===== src/rtl/uart_pkg.sv =====
// -----------------------------------------------------------------------------
// uart_pkg
//   Shared UART definitions used by the transmitter (and intended for the
//   matching receiver):
//     - state_t       : frame FSM state encoding
//     - CNT_W         : width of the bit-period counter
//     - BIT_IDX_W     : width of the data bit index
//     - clks_per_bit(): clock cycles per serial bit (integer division)
// -----------------------------------------------------------------------------
package uart_pkg;

    typedef enum logic [2:0] {
        IDLE   = 3'd0,
        START  = 3'd1,
        DATA   = 3'd2,
        PARITY = 3'd3,
        STOP   = 3'd4
    } state_t;

    localparam int CNT_W     = 16;
    localparam int BIT_IDX_W = 3;

    function automatic int clks_per_bit(input int clock_freq, input int baud_rate);
        return clock_freq / baud_rate;
    endfunction

endpackage


===== src/rtl/uart_tx_fifo.sv =====
// -----------------------------------------------------------------------------
// uart_tx_fifo
//   Single-clock synchronous FIFO buffering bytes waiting to be serialised.
//   Push is ignored when full, pop is ignored when empty. A simultaneous push
//   and pop leaves the occupancy unchanged. Head entry is always visible on
//   pop_data (first-word fall-through).
//
//   Ports:
//     clk       in   clock, rising edge
//     rst_n     in   synchronous active-low reset (pointers and count only)
//     push      in   write push_data this cycle (if not full)
//     push_data in   WIDTH-bit entry to write
//     pop       in   discard head entry this cycle (if not empty)
//     pop_data  out  current head entry
//     full      out  no free entries
//     empty     out  no stored entries
//     count     out  current occupancy, 0..DEPTH
// -----------------------------------------------------------------------------
module uart_tx_fifo #(
    parameter int DEPTH = 4,
    parameter int WIDTH = 8
) (
    input  logic                       clk,
    input  logic                       rst_n,
    input  logic                       push,
    input  logic [WIDTH-1:0]           push_data,
    input  logic                       pop,
    output logic [WIDTH-1:0]           pop_data,
    output logic                       full,
    output logic                       empty,
    output logic [$clog2(DEPTH):0]     count
);

    localparam int AW = $clog2(DEPTH);
    localparam logic [AW:0] FULL_CNT = (AW+1)'(DEPTH);

    logic [WIDTH-1:0] mem_q [DEPTH];
    logic [AW-1:0]    wr_ptr_q, wr_ptr_d;
    logic [AW-1:0]    rd_ptr_q, rd_ptr_d;
    logic [AW:0]      count_q, count_d;
    logic             push_ok;
    logic             pop_ok;

    assign full     = (count_q == FULL_CNT);
    assign empty    = (count_q == '0);
    assign count    = count_q;
    assign pop_data = mem_q[rd_ptr_q];

    assign push_ok = push && !full;
    assign pop_ok  = pop && !empty;

    always_comb begin
        wr_ptr_d = wr_ptr_q;
        rd_ptr_d = rd_ptr_q;
        count_d  = count_q;
        if (push_ok) wr_ptr_d = wr_ptr_q + 1'b1;
        if (pop_ok)  rd_ptr_d = rd_ptr_q + 1'b1;
        case ({push_ok, pop_ok})
            2'b10:   count_d = count_q + 1'b1;
            2'b01:   count_d = count_q - 1'b1;
            default: count_d = count_q;
        endcase
    end

    always_ff @(posedge clk) begin
        if (!rst_n) begin
            wr_ptr_q <= '0;
            rd_ptr_q <= '0;
            count_q  <= '0;
        end else begin
            wr_ptr_q <= wr_ptr_d;
            rd_ptr_q <= rd_ptr_d;
            count_q  <= count_d;
        end
    end

    // Storage carries no reset: stale entries are unreachable once the
    // pointers and count are cleared.
    always_ff @(posedge clk) begin
        if (push_ok) mem_q[wr_ptr_q] <= push_data;
    end

endmodule


===== src/rtl/uart_tx.sv =====
// -----------------------------------------------------------------------------
// uart_tx
//   FIFO-buffered UART transmitter, 8N1 framing (start 0, 8 data bits LSB
//   first, stop 1), each bit held CLKS_PER_BIT = CLOCK_FREQ / BAUD_RATE clocks.
//   Frames are sent back to back while the FIFO holds data.
//
//   Optional feature macro: UART_TX_PARITY_EN
//     defined   -> even parity bit (XOR of the data bits) between the last
//                  data bit and the stop bit, 11 bit-periods per frame
//     undefined -> 10 bit-periods per frame, no parity logic
//
//   Ports:
//     clk        in   clock, rising edge
//     rst_n      in   synchronous active-low reset; aborts any frame and
//                     empties the FIFO
//     tx_data    in   byte to send
//     tx_valid   in   tx_data valid; accepted when tx_ready is high
//     tx_ready   out  FIFO not full
//     tx         out  registered serial line, idle high
//     tx_busy    out  FSM not in IDLE
//     fifo_count out  FIFO occupancy
// -----------------------------------------------------------------------------
module uart_tx
    import uart_pkg::*;
#(
    parameter int CLOCK_FREQ = 100_000_000,
    parameter int BAUD_RATE  = 115200,
    parameter int FIFO_DEPTH = 4
) (
    input  logic                          clk,
    input  logic                          rst_n,
    input  logic [7:0]                    tx_data,
    input  logic                          tx_valid,
    output logic                          tx_ready,
    output logic                          tx,
    output logic                          tx_busy,
    output logic [$clog2(FIFO_DEPTH):0]   fifo_count
);

    localparam int CLKS_PER_BIT = clks_per_bit(CLOCK_FREQ, BAUD_RATE);
    localparam logic [CNT_W-1:0] CNT_LAST = CNT_W'(CLKS_PER_BIT - 1);
    localparam logic [BIT_IDX_W-1:0] BIT_LAST = '1;

    state_t               state_q, state_d;
    logic [CNT_W-1:0]     cnt_q, cnt_d;
    logic [BIT_IDX_W-1:0] bit_idx_q, bit_idx_d;
    logic [7:0]           shift_q, shift_d;
    logic                 tx_q, tx_d;
`ifdef UART_TX_PARITY_EN
    logic                 par_q, par_d;
`endif

    logic       fifo_full;
    logic       fifo_empty;
    logic       fifo_pop;
    logic [7:0] fifo_head;
    logic       bit_end;

    uart_tx_fifo #(
        .DEPTH (FIFO_DEPTH),
        .WIDTH (8)
    ) u_fifo (
        .clk       (clk),
        .rst_n     (rst_n),
        .push      (tx_valid),
        .push_data (tx_data),
        .pop       (fifo_pop),
        .pop_data  (fifo_head),
        .full      (fifo_full),
        .empty     (fifo_empty),
        .count     (fifo_count)
    );

    assign tx_ready = !fifo_full;
    assign tx_busy  = (state_q != IDLE);
    assign tx       = tx_q;
    assign bit_end  = (cnt_q == CNT_LAST);

    // tx_d is decoded from the current state, so the line lags the state by
    // one clock. Every bit is delayed equally, so bit widths are exact and the
    // line falls two edges after a byte lands in an idle, empty FIFO.
    always_comb begin
        state_d   = state_q;
        cnt_d     = cnt_q;
        bit_idx_d = bit_idx_q;
        shift_d   = shift_q;
        tx_d      = 1'b1;
        fifo_pop  = 1'b0;
`ifdef UART_TX_PARITY_EN
        par_d     = par_q;
`endif
        case (state_q)
            IDLE: begin
                cnt_d     = '0;
                bit_idx_d = '0;
                if (!fifo_empty) begin
                    state_d  = START;
                    fifo_pop = 1'b1;
                    shift_d  = fifo_head;
`ifdef UART_TX_PARITY_EN
                    par_d    = ^fifo_head;
`endif
                end
            end
            START: begin
                tx_d = 1'b0;
                if (bit_end) begin
                    cnt_d     = '0;
                    bit_idx_d = '0;
                    state_d   = DATA;
                end else begin
                    cnt_d = cnt_q + 1'b1;
                end
            end
            DATA: begin
                tx_d = shift_q[0];
                if (bit_end) begin
                    cnt_d     = '0;
                    shift_d   = shift_q >> 1;
                    bit_idx_d = bit_idx_q + 1'b1;
                    if (bit_idx_q == BIT_LAST) begin
`ifdef UART_TX_PARITY_EN
                        state_d = PARITY;
`else
                        state_d = STOP;
`endif
                    end
                end else begin
                    cnt_d = cnt_q + 1'b1;
                end
            end
`ifdef UART_TX_PARITY_EN
            PARITY: begin
                tx_d = par_q;
                if (bit_end) begin
                    cnt_d   = '0;
                    state_d = STOP;
                end else begin
                    cnt_d = cnt_q + 1'b1;
                end
            end
`endif
            STOP: begin
                tx_d = 1'b1;
                if (bit_end) begin
                    cnt_d     = '0;
                    bit_idx_d = '0;
                    // Chain straight into the next start bit when data is
                    // waiting, so frames leave with no idle gap.
                    if (!fifo_empty) begin
                        state_d  = START;
                        fifo_pop = 1'b1;
                        shift_d  = fifo_head;
`ifdef UART_TX_PARITY_EN
                        par_d    = ^fifo_head;
`endif
                    end else begin
                        state_d = IDLE;
                    end
                end else begin
                    cnt_d = cnt_q + 1'b1;
                end
            end
            default: begin
                // Unreachable encodings (including PARITY when the feature
                // is compiled out) recover to IDLE with the line high.
                state_d   = IDLE;
                cnt_d     = '0;
                bit_idx_d = '0;
                tx_d      = 1'b1;
            end
        endcase
    end

    always_ff @(posedge clk) begin
        if (!rst_n) begin
            state_q   <= IDLE;
            cnt_q     <= '0;
            bit_idx_q <= '0;
            shift_q   <= '0;
            tx_q      <= 1'b1;
`ifdef UART_TX_PARITY_EN
            par_q     <= 1'b0;
`endif
        end else begin
            state_q   <= state_d;
            cnt_q     <= cnt_d;
            bit_idx_q <= bit_idx_d;
            shift_q   <= shift_d;
            tx_q      <= tx_d;
`ifdef UART_TX_PARITY_EN
            par_q     <= par_d;
`endif
        end
    end

endmodule

===== config.mk =====
export PLATFORM = sky130hd
export DESIGN_NAME = uart_tx
export DESIGN_NICKNAME = d
export VERILOG_FILES = /design/src/rtl/uart_pkg.sv /design/src/rtl/uart_tx_fifo.sv /design/src/rtl/uart_tx.sv
export SDC_FILE = /design/constraint.sdc
export NUM_CORES = 1
export LEC_CHECK = 0
export ABC_AREA = 1
export BUFFER_PORTS_ARGS = -buffer_cell sky130_fd_sc_hd__buf_2
export CORE_MARGIN = 4
export CORE_UTILIZATION = 35
export CTS_CLUSTER_SIZE = 40
export DETAILED_ROUTE_END_ITERATION = 10
export PLACE_DENSITY = 0.58
export REMOVE_ABC_BUFFERS = 1
export SKIP_CTS_REPAIR_TIMING = 1
export SYNTH_ARGS = -nofsm -noshare
export SYNTH_HDL_FRONTEND = slang
export SYNTH_HIERARCHICAL = 1
export SYNTH_SLANG_ARGS = --single-unit
export TNS_END_PERCENT = 1

===== constraint.sdc =====
create_clock -name clk -period 2.4 [get_ports clk]
set_input_delay 0.24 -clock clk [delete_from_list [all_inputs] [get_ports clk]]
set_output_delay 0.24 -clock clk [all_outputs]
set_load 0.01 [all_outputs]

# After elaboration in Yosys (flattened, before gate mapping)
# Memory sizes are Yosys's and may differ from the RTL's. A register that Yosys moved wholly into a read port is not among the register bits.
# Cells that the tools add are included.
[totals] register_bits=38 latchBits=0 ram_bits=32 romBits=0 output_inout_bits=6 wordCells=69 memories=1
[mem_list] memory="u_fifo.mem_q" words=4 word_bits=8 read_ports=1 rd_clocked_by_memory_dff=1 wr=1 line_no="uart_tx_fifo.sv:37" rtl="logic [WIDTH-1:0] mem_q [DEPTH];"
[classes] add_sub_neg=6 n_mul=0 div_mod_pow=0 magnitude_cmp=0 eq_ne=14 shift=0 muxes=23 bitwise_logic=2 reduce_logical=15
[ops] cell="8-bit two-way mux" count=3
[ops] cell="8-bit case mux with 3 select lines" count=1
[ops] cell="3-bit two-way mux" count=7
[ops] cell="16-bit by 1-bit adder with 16-bit output (second input constant)" count=1
[ops] cell="16-bit by 10-bit == test with 1-bit output (second input constant)" count=1
[ops] cell="3-bit case mux with 2 select lines" count=2
[ops] cell="3-bit case mux with 4 select lines" count=1
[ops] cell="2-bit inequality test (second input constant)" count=5
[ops] cell="3-bit == test (second input constant)" count=3
[ops] cell="3-bit by 1-bit adder with 3-bit output (second input constant)" count=2
[ops] cell="3-bit logical NOT" count=2
[ops] cell="3-bit nonzero test" count=2
[ops] cell="3-bit OR reduction" count=2
[ops] cell="1-bit two-way mux" count=5
[ops] cell="5-bit AND reduction" count=1
[ops] cell="2-bit by 1-bit adder with 2-bit output (second input constant)" count=2
[ops] cell="2-bit two-way mux" count=2
[ops] cell="1-bit case mux with 2 select lines" count=2
[ops] cell="3-bit by 1-bit == test with 1-bit output (second input constant)" count=1
[ops] cell="3-bit by 2-bit == test with 1-bit output (second input constant)" count=1
[ops] cell="3-bit AND reduction" count=1
[ops] cell="3-bit by 1-bit subtractor with 3-bit output (second input constant)" count=1
[ops] cell="2-bit by 1-bit == test with 1-bit output (second input constant)" count=1
[ops] cell="2-bit == test (second input constant)" count=1
[ops] cell="other kinds (7)" count=10

# Logic depth before layout (Yosys ltp)
[depth] word_depth=7 mapped_depth=20 ltp_nobuf=20

# Cells and area by module
# The synthesis kept the hierarchy.
[modules_own_cells] mod="uart_tx_fifo" n_inst=1 cells_per_inst=146 area_each_um2=1691.6 seq_area_each_um2=1141.1
[modules_own_cells] mod="uart_tx" n_inst=1 cells_per_inst=224 area_each_um2=1652.8 seq_area_each_um2=620.6

# Worst setup path before layout
# Ideal clock, no wire load.
[synth_path] path_kind="flip-flop to flip-flop" startpoint="reg cnt_q[0]" endpoint="reg u_fifo.count_q[2], in the netlist u_fifo/count[2]" arrival_ns=2.157 setup_slack_ns=0.130 stages_incl_launch_ff=21 n_path_buf=0 synth_period_minus_slack_ns=2.270 cell_sequence="dfxtp_1 > ha_1 > inv_1 > nor2_1 > nand2_2 > nor2_4 > nand2_4 > nand2_4 > nand3b_1 > inv_1 > nand2_1 > inv_1 > ha_1 > inv_1 > fa_1 > inv_1 > nand2_1 > nand3_1 > nand2_1 > nand2_1 > nor2_1"
[synth_via] elab_chain_cells=6 elab_cells_between_ends=8
[synth_lines] element="start, declared" line_no="uart_tx.sv:45" rtl="logic [CNT_W-1:0] cnt_q, cnt_d;"
[synth_lines] element="start signal, assigned" line_no="uart_tx.sv:187" rtl="cnt_q <= cnt_d;"
[synth_lines] element="16-bit by 10-bit == test with 1-bit output (*)" line_no="uart_tx.sv:77" rtl="assign bit_end = (cnt_q == CNT_LAST);"
[synth_lines] element="1-bit two-way mux (*)" line_no="uart_tx.sv:145" rtl="if (bit_end) begin"
[synth_lines] element="1-bit case mux with 2 select lines (*)" line_no="uart_tx.sv:92" rtl="case (state_q)"
[synth_lines] element="named net fifo_pop" line_no="uart_tx.sv:55" rtl="logic fifo_pop;"
[synth_lines] element="1-bit logical AND (*)" line_no="uart_tx_fifo.sv:50" rtl="assign pop_ok = pop && !empty;"
[synth_lines] element="named net u_fifo.pop_ok" line_no="uart_tx_fifo.sv:42" rtl="logic pop_ok;"
[synth_lines] element="2-bit by 1-bit == test with 1-bit output / 2-bit == test (equally long branches)" line_no="uart_tx_fifo.sv:58" rtl="case ({push_ok, pop_ok})"
[synth_lines] element="3-bit case mux with 2 select lines / 2-bit nonzero test (equally long branches)"
[synth_lines] element="end signal, assigned" line_no="uart_tx_fifo.sv:73" rtl="count_q <= count_d;"
[synth_lines] element="end, declared" line_no="uart_tx_fifo.sv:40" rtl="logic [AW:0] count_q, count_d;"
# Mark *: on every way through the listed nets, which the timed path passes. The rest lies on a longest branch.
# A chain may end at the register's enable or synchronous reset.

# Final worst setup path
[layout_path] startpoint="reg cnt_q[1]" endpoint="reg u_fifo.count_q[2], in the netlist u_fifo/count[2]"
# The elaborated chain is that of the path after synthesis.

==> run_results.csv <==
group,metric,value,unit
min_path,hp-class,"input port to register",
global_route,antenna_violations_before_repair,0,
sta,relative_max_transition_margin,72.9,%
setup_path,cp_data_arrival_time,2490,ps
setup_path,path_max_fanout,3,
detailed_routing,drt_pass1_iterations,4,
sta,postLayoutSetupSlackWorst,158,ps
clock_network,clock_tree_from_tritoncts,"done",
pwr,worst_ir_drop_vdd,422,uV
sta,hold_violations,0,
detailed_routing,post_drt_via_cell_ratio,4.46,
yosys,synth-seq-cells,72,
layout,fin_area,3860,um2
floorplanning,io_pins,17,
setup_path,max_stage_delay,370,ps
yosys,post_synth_instance_area,3340,um2
clock_network,max-clock-path-buffers,2,
yosys,synth_seq_area_share,52.7,%
yosys,synthArstFlopShare,0,%
layout,nNetsFinal,423,
yosys,postSynth.topFlopCell,"dfxtp_1",
sta,timing.final.crit_period,2240,ps
detailed_routing,finalWirelength,5840,um
sta,fmax,446,MHz
clock_network,clock_insertion_delay_worst_skew,350,ps
sta,hold-worst-slack,101,ps
global_route,grt_start_max_net_pins,19,
yosys,post-synth-top-count-cell,"nor2_1",
global_route,grt_overflow,0,
yosys,yosys-top-cells-area,"edfxtp_1, dfxtp_1, nor2_1",
yosys,synthesis.area_per_instance,9.04,um2
sta,final.period_utilization,93.4,%
global_route,grt_first_pass_wirelength,10100,um
yosys,synth.top_cell.area_share,28.7,%
clock_network,clock_tree.htree_level_count,3,
run,max_cap_viol_count,0,
placement,routabilityCongestion,0.790,
yosys,yosysWarnings,6,
clock_network,clk_root_buffer_cell,"clkbuf_8",
setup_path,kind_of_cell_adding_the_most_delay_to_the_critical_path,"simple AND/OR/NAND/NOR gates",
placement,dp_slack,10.6,ps
setup_path,chain_of_cells_forming_the_critical_path,"ha_4 > inv_1 > nor2_2 > nand2_2 > nor2_4 > nand2_4 > nand2_4 > nand3b_1 > inv_2 > nand2_2 > inv_2 > ha_4 > inv_2 > fa_2 > inv_2 > nand2_2 > nand3_2 > nand2_2 > nand2_1 > nor2_1",
global_route,via_count_of_the_first_global_routing_pass,2339,
floorplanning,initial_utilization,36.0,%
sta,slew_violations,0,
sta,setup_total_negative_slack,0,ps
setup_path,critical_path_endpoint_category,"register",
layout,antenna_cells_inserted,0,
yosys,cell_taking_the_most_area_after_synthesis,"edfxtp_1",
floorplanning,die_area,11200,um2
placement,hpwlAfterDp,4130,um
sta,worst_clock_skew,11.9,ps
sta,setup_viol,0,
pwr,pwr_cell_area,968,nW/um2
outcome,outcome,"completed",
setup_path,crit_path_buffers_inverters,5,
layout,layout-drive-gt1-share,26.0,%
floorplanning,placementRows,35,
detailed_routing,drt-initial-drc-count,80,
floorplanning,core-area,9280,um2
floorplanning,die_width,106,um
placement,port-buffer-count,16,
placement,placed_cell_area,3600,um2
yosys,synth_commonest_cells,"nor2_1, nand2_1, dfxtp_1, inv_1, edfxtp_1",
clock_network,tritoncts_num_sinks,72,
pwr,power.leakage,1.57,nW
setup_path,crit_type,"register to register",
clock_network,clk_pin_slew_worst_paths,90,ps
setup_path,worst_setup_path_start_kind,"register",
detailed_routing,drc_errors,0,
layout,area.growth.synth_to_final,15.4,%
clock_network,cts_made_buffers,9,
sta,tightestPinTransition,406,ps
yosys,synth.lib_cells_used.distinct,36,
setup_path,critical_path.slowest_cell,"fa_2",
floorplanning,die_height,106,um
detailed_routing,ant_nets,0,
yosys,post_synth_inst_count,370,
global_route,grt_util_all_layers,11.2,%
setup_path,data_required_critical_path,2650,ps
yosys,synth_edf_count,32,
detailed_routing,wl_per_cell,10.9,um
sta,setup_repair_after_global_routing_missed_its_margin,"yes",
detailed_routing,routed_via_count,2396,
## kinds of logic (layout without fill, tap and decap cells)
family                   Yosys count  count (layout)  share of synthesized area (%)
buffers and inverters             52              90                           7.03
adder cells (fa/ha/maj)            9               9                           3.59
flip-flops                        72              72                           52.7
AO/OA/AOI/OAI                     51              51                           8.87
XOR/XNOR                           4               4                           1.05
AND/OR/NAND/NOR                  182             182                           26.8
## state kept, by name, indices dropped and copies added (netlist names), named ones only
| register | count |
|---|---|
| bit_idx_q | 3 |
| cnt_q | 16 |
| shift_q | 8 |
| state_q | 3 |
| tx | 1 |
| u_fifo/count | 3 |
| u_fifo/mem_q | 32 |
| u_fifo/rd_ptr_q | 2 |
| u_fifo/wr_ptr_q | 2 |
## layout make-up
type	instances	area, um2
fill	946	5420
sequential	72	1770
multi-input combinational	246	1390
inverter	47	189
timing repair buffer	27	163
tap	129	161
clock buffer	9	124
clock inverter	7	61.3
## routing by layer
layer  vias up  wire (um)  GRT usage [%]
met4         0         64           3.89
li1       1271          -              -
met5         -          0              0
met2        22       2880           19.1
met1      1097       2700           13.3
met3         6        203           3.67
## metrics by stage
stage	instances	util, %	power (mW)
detailed placement	518	38.8	2.81
global route	537	41.6	4.05
CTS	534	40.8	3.74
global placement	518	38.8	2.80
finish	537	41.6	3.74
floorplan	365	-	2.50
## cell usage in the layout (no fill, tap or decap), drive strengths merged
master,count
a21oi,14
fa,1
buf,27
nor4,1
dfxtp,40
or2,5
nand4,2
nand3,22
nand2,78
clkinvlp,2
inv,51
nor3,3
ha,8
clkbuf,9
edfxtp,32
clkinv,1
o22ai,9
nand3b,1
xor2,2
xnor2,2
nor2,69
nor3b,1
o21ai,28
## worst reg2reg max path: cells and delay by family (launching register included)
family	cells	cell delay, ps
adder cells (fa/ha/maj)	3	640
buffers and inverters	5	310
flip-flops	1	360
AND/OR/NAND/NOR	12	830
## where the power goes
part           switching (mW)  internal [mW]
sequential              0.108           1.45
clock                   0.510          0.397
combinational           0.798          0.475
total                    1.42           2.32
## final timing paths
check,start,to,slack [ps],depth (start not counted)
min,tx_data[2],u_fifo/mem_q[0][2],100,1
max,cnt_q[1],u_fifo/count[2],160,20
min reg2reg,bit_idx_q[2],bit_idx_q[2],450,2
max reg2reg,cnt_q[1],u_fifo/count[2],160,20
No activity file was read; power rests on OpenSTA's default activity.
